===== src/rtl/clock_group_pkg.sv =====
// ---------------------------------------------------------------------------
// clock_group_pkg
// Shared definitions for the clock-group blocks: the reset-sink sequencing
// state enum, the default parameter values and a small helper that sizes the
// sink's cycle counter.
// ---------------------------------------------------------------------------
package clock_group_pkg;

   // Default parameter set for a clock-group member sink
   localparam int DEF_NUM_MEMBERS = 6;
   localparam int DEF_SYNC_STAGES = 3;
   localparam int DEF_STRETCH     = 16;
   localparam int DEF_STAGGER     = 4;

   // Reset-sink sequencing states
   typedef enum logic [2:0] {
      ST_SYNC,
      ST_STRETCH,
      ST_RELEASE,
      ST_RUN,
      ST_SW_HOLD,
      ST_SW_WAIT
   } sink_state_t;

   // The counter has to reach the larger of the stretch and stagger limits.
   // A one-bit floor keeps the counter a real signal when both are 1.
   function automatic int cnt_width(input int stretch, input int stagger);
      int largest;
      largest = (stretch > stagger) ? stretch : stagger;
      return (largest > 1) ? $clog2(largest) : 1;
   endfunction

endpackage


===== src/rtl/reset_synchronizer.sv =====
// ---------------------------------------------------------------------------
// reset_synchronizer
// Catches an asynchronous active-high reset and produces a version that is
// asserted immediately but released only on a clock edge, after STAGES flops.
//
// Ports:
//   clock    - destination clock
//   reset    - raw asynchronous active-high reset
//   sync_rst - synchronized reset, high while the chain still holds a 1
// ---------------------------------------------------------------------------
module reset_synchronizer #(
   parameter int STAGES = 3
) (
   input  logic clock,
   input  logic reset,
   output logic sync_rst
);

   logic [STAGES-1:0] chain;

   // Every stage is forced high by the raw reset; once it drops, zeros ripple
   // through so the last stage falls only after STAGES clean edges.
   always_ff @(posedge clock or posedge reset) begin
      if (reset) begin
         chain <= '1;
      end else begin
         chain <= {chain[STAGES-2:0], 1'b0};
      end
   end

   assign sync_rst = chain[STAGES-1];

endmodule


===== src/rtl/clock_group_reset_sink.sv =====
// ---------------------------------------------------------------------------
// clock_group_reset_sink
// Receiving end of a clock-group member. Turns the raw group reset into a set
// of per-domain resets that are asserted together and asynchronously, then
// released one after another in ascending order once the synchronized reset
// has been stable for STRETCH cycles. A four-phase request/acknowledge pair
// lets local logic put all members back into reset without the group reset.
//
// Ports:
//   clock        - member clock, all logic on the rising edge
//   reset        - raw asynchronous active-high group reset
//   sw_reset_req - level request to re-enter reset
//   sw_reset_ack - level acknowledge, high while members are held for software
//   member_reset - per-domain active-high resets, bit i is member i
//   all_released - high once every member_reset bit is low
// ---------------------------------------------------------------------------
module clock_group_reset_sink
   import clock_group_pkg::*;
#(
   parameter int NUM_MEMBERS = DEF_NUM_MEMBERS,
   parameter int SYNC_STAGES = DEF_SYNC_STAGES,
   parameter int STRETCH     = DEF_STRETCH,
   parameter int STAGGER     = DEF_STAGGER
) (
   input  logic                   clock,
   input  logic                   reset,
   input  logic                   sw_reset_req,
   output logic                   sw_reset_ack,
   output logic [NUM_MEMBERS-1:0] member_reset,
   output logic                   all_released
);

   localparam int CNT_W = cnt_width(STRETCH, STAGGER);
   localparam int IDX_W = $clog2(NUM_MEMBERS + 1);

   localparam logic [CNT_W-1:0] STRETCH_LAST = CNT_W'(STRETCH - 1);
   localparam logic [CNT_W-1:0] STAGGER_LAST = CNT_W'(STAGGER - 1);
   localparam logic [IDX_W-1:0] LAST_IDX     = IDX_W'(NUM_MEMBERS - 1);

   logic              sync_rst;
   sink_state_t       state;
   logic [CNT_W-1:0]  cnt;
   logic [IDX_W-1:0]  idx;

   reset_synchronizer #(
      .STAGES (SYNC_STAGES)
   ) u_sync (
      .clock    (clock),
      .reset    (reset),
      .sync_rst (sync_rst)
   );

   // Sequencer. The raw reset puts every output straight into its reset value
   // without waiting for a clock. After that the synchronized reset is waited
   // out, a stretch period is counted, and members are released one per
   // STAGGER cycles in ascending order. idx always names the next member to
   // release, so a member can never come out ahead of a lower-numbered one.
   // The software path drops every member back into reset at once, holds them
   // for STRETCH cycles, raises the acknowledge, and restarts the release
   // sequence when the request goes away. The counter restarts from zero on
   // every state entry, so it never needs to wrap.
   always_ff @(posedge clock or posedge reset) begin
      if (reset) begin
         state        <= ST_SYNC;
         cnt          <= '0;
         idx          <= '0;
         member_reset <= '1;
         all_released <= 1'b0;
         sw_reset_ack <= 1'b0;
      end else begin
         case (state)
            ST_SYNC: begin
               if (!sync_rst) begin
                  state <= ST_STRETCH;
                  cnt   <= '0;
               end
            end

            ST_STRETCH: begin
               if (cnt == STRETCH_LAST) begin
                  cnt             <= '0;
                  idx             <= IDX_W'(1);
                  member_reset[0] <= 1'b0;
                  if (NUM_MEMBERS == 1) begin
                     state        <= ST_RUN;
                     all_released <= 1'b1;
                  end else begin
                     state <= ST_RELEASE;
                  end
               end else begin
                  cnt <= cnt + CNT_W'(1);
               end
            end

            ST_RELEASE: begin
               if (cnt == STAGGER_LAST) begin
                  cnt <= '0;
                  idx <= idx + IDX_W'(1);
                  for (int i = 0; i < NUM_MEMBERS; i++) begin
                     if (idx == IDX_W'(i)) begin
                        member_reset[i] <= 1'b0;
                     end
                  end
                  if (idx == LAST_IDX) begin
                     state        <= ST_RUN;
                     all_released <= 1'b1;
                  end
               end else begin
                  cnt <= cnt + CNT_W'(1);
               end
            end

            ST_RUN: begin
               if (sw_reset_req) begin
                  state        <= ST_SW_HOLD;
                  member_reset <= '1;
                  all_released <= 1'b0;
                  cnt          <= '0;
               end
            end

            ST_SW_HOLD: begin
               if (cnt == STRETCH_LAST) begin
                  state        <= ST_SW_WAIT;
                  sw_reset_ack <= 1'b1;
                  cnt          <= '0;
               end else begin
                  cnt <= cnt + CNT_W'(1);
               end
            end

            ST_SW_WAIT: begin
               if (!sw_reset_req) begin
                  sw_reset_ack    <= 1'b0;
                  member_reset[0] <= 1'b0;
                  idx             <= IDX_W'(1);
                  cnt             <= '0;
                  if (NUM_MEMBERS == 1) begin
                     state        <= ST_RUN;
                     all_released <= 1'b1;
                  end else begin
                     state <= ST_RELEASE;
                  end
               end
            end

            default: begin
               state <= ST_SYNC;
            end
         endcase
      end
   end

endmodule


===== config.mk =====
export PLATFORM = sky130hd
export DESIGN_NAME = clock_group_reset_sink
export DESIGN_NICKNAME = d
export VERILOG_FILES = /design/src/rtl/clock_group_pkg.sv /design/src/rtl/reset_synchronizer.sv /design/src/rtl/clock_group_reset_sink.sv
export SDC_FILE = /design/constraint.sdc
export NUM_CORES = 1
export LEC_CHECK = 0
export ABC_AREA = 1
export BUFFER_PORTS_ARGS = -buffer_cell sky130_fd_sc_hd__buf_4
export CAP_MARGIN = 10
export CORE_MARGIN = 4
export CORE_UTILIZATION = 55
export DETAILED_ROUTE_END_ITERATION = 10
export PLACE_DENSITY = 0.74
export SYNTH_ARGS = -nofsm -noshare
export SYNTH_HDL_FRONTEND = slang
export SYNTH_SLANG_ARGS = --single-unit

===== constraint.sdc =====
create_clock -name clock -period 1.55 [get_ports clock]
set_input_delay 0.0775 -clock clock [delete_from_list [all_inputs] [get_ports clock]]
set_output_delay 0.0775 -clock clock [all_outputs]
set_load 0.02 [all_outputs]

==> qor.csv <==
metric,value,unit
max_cap_violations,0,
nFillCells,188,
cts.sinks,21,
worst-path-buf-inv,1,
drc,0,
skew,0.00168,ns
slew_viol_final,0,
core,2230,um^2
dp_hpwl,1940,um
cts-root-buf,clkbuf_4,
yosys.area.top_type,dfrtp_1,
final_cell_mix,"nand2_1, buf_4, nand3_1",
ys_seq_elements,21,
crit_type,reg -> reg,
numCtsBuffers,3,
synth.cell_area,1320,um^2
synth_top_area_share,22.8,%
drive_above_1_share,36.0,%
grt_overflow,0,
first_iter_violations,20,
vias,1039,
postSynthCellCount,156,
grt_antenna_before_repair,0,
avgSynthCellArea,8.43,um^2
arrival,1.70,ns
clkSlewWorstSetupHoldPaths,0.12,ns
antenna_cells,0,
gp_congestion,0.904,
startpoint_type,flip-flop,
die_h,56.9,um
layout_setup_ws,0.0599,ns
leakage,0.000782,uW
dp_slack,0.0691,ns
cts_tree,yes,
path_cells,inv_2 > nand2_2 > nor2_8 > nand2_4 > nand2_2 > nor2_4 > nand2_4 > nand2_1 > nand2_1,
insertion_delay,0.31,ns
hold_viol_final,0,
cp.required,1.76,ns
cpPeakStageDelay,0.60,ns
grt_max_degree,22,
ctsLongestPathBuffers,2,
io_pins,11,
cp_top_family,simple AND/OR/NAND/NOR gates,
fin_hold_ws,0.0764,ns
crit_start,state[2],
port_buffers,10,
grt_pass1_vias,1032,
grtUsageTotal,17.8,%
cts-htree-levels,1,
r2r_slack,0.06,ns
hold_path_class,in -> reg,
wl_per_cell,12.5,um
vias_per_cell,5.12,
critPathCaptureType,flip-flop,
ys_warn_count,0,
crit_end,state[2],
min_period,1.49,ns
reg2reg_to,state[2],
run_status,"complete, no violations",
peakVddDrop,0.00103,V
grt_pass1_wl,4500,um
layout_commonest_cell,nand2_1,
p_per_area,2180,nW/um^2
synth_area_leaders,"dfrtp_1, dfstp_2, nand2_1, ha_1, nor2_4",
r2r_cells,9,
wl,2540,um
cp.depth,9,
setup_viol,0,
slowest_stage,dfrtp_1,
syn-num-nets,165,
num_rows,17,
die_area,3240,um^2
die_x,56.9,um
floorplan.initialDensity,58.9,%
ys_types,29,
ys_seq_area_share,40.8,%
fmax,671,MHz
antenna_left,0,
rr_startpoint,state[2],
layout.nets,185,
setup_tns,0,ns
syn2layout_area_growth,13.9,%
crit_fanout,8,
period_share,96.1,%
dr.pass1.iters,4,
[worst min-delay path, stage by stage]
cell and delay [ns]:
buf_4 0.12, inv_1 0.08, a31oi_1 0.08
[cells in the mapped netlist]
master    instances
a21oi_1           1
a31oi_1           1
and2_4            1
buf_6             3
conb_1            1
dfrtp_1          12
dfstp_2           9
ha_1              6
inv_1             9
inv_2             3
inv_4             2
nand2_1          55
nand2_2           9
nand2_4           3
nand3_1          12
nand3_2           1
nand3b_1          1
nand4_1           2
nor2_1            6
nor2_2            1
nor2_4            6
nor2_8            2
nor3b_1           1
o21ai_0           4
o21ai_1           1
o21ai_2           1
or2_2             1
xnor2_1           1
xor2_1            1
[per-layer routing]
layer	track usage [%]	vias to the layer above	wire length, um
li1	-	523	-
met1	20.7	481	1100
met2	31.5	25	1280
met3	3.22	10	100
met4	7.62	0	64
met5	0	-	0
[stage by stage]
| step | instance area [um^2] | instances | util, % | power [uW] |
|---|---|---|---|---|
| floorplan | 1320 | 156 | - | 2470 |
| global placement | 1430 | 194 | 63.9 | 2860 |
| detailed placement | 1430 | 194 | 63.9 | 2930 |
| CTS | 1460 | 199 | 65.5 | 3210 |
| global route | 1500 | 203 | 67.1 | 3550 |
| finish | 1500 | 203 | 67.1 | 3270 |
[power by group]
part | internal, uW | switching [uW]
clock network | 96.3 | 176
registers | 826 | 211
logic | 781 | 1180
total | 1700 | 1560
[state kept, by name (all words and copies together) (netlist names)]
register	cells
member_reset	6
cnt	4
state	3
u_sync.chain	3
idx	3
sw_reset_ack	1
all_released	1
[cell families after synthesis]
logic type / Yosys count / share of synthesized area, %
AOI/OAI and AO/OA: 8 / 3.43
xor gates and xnor gates: 2 / 1.33
adders and majority gates: 6 / 5.71
buffers and inverters: 17 / 6.95
DFF: 21 / 40.8
other: 1 / 0.285
and+or+nand+nor: 101 / 41.5
[area by class of cell]
class	instances	area, um^2	share of cell area [%]
clock inverters	1	5.00	0.334
repair buffers	18	150	10.0
well taps	28	35.0	2.34
clock buffers	3	22.5	1.50
inverters	14	57.6	3.84
flip-flops and latches	21	538	35.9
multi-input cells	118	689	46.0
[worst min-delay path by stage]
| stage | start | cells after the start | to | slack, ns |
|---|---|---|---|---|
| 6_report | sw_reset_req | 3 | sw_reset_ack | 0.08 |
| 5_1_grt | sw_reset_req | 3 | sw_reset_ack | 0.07 |
| 4_1_cts | sw_reset_req | 3 | sw_reset_ack | 0.07 |
| 3_5_place_dp | reset | 3 | cnt[2] | 0.13 |
| 3_3_place_gp | reset | 3 | cnt[0] | 0.12 |
| 2_1_floorplan | reset | 1 | all_released | 0.05 |
[timing repair]
item,4_1_cts,5_1_grt
endpoints found under the setup margin,0,5
hold buffers,1,0
gates resized for setup,0,3
setup buffers,0,4
endpoints found under the hold margin,12,0
Note: power is estimated with default switching activity, not from simulation.
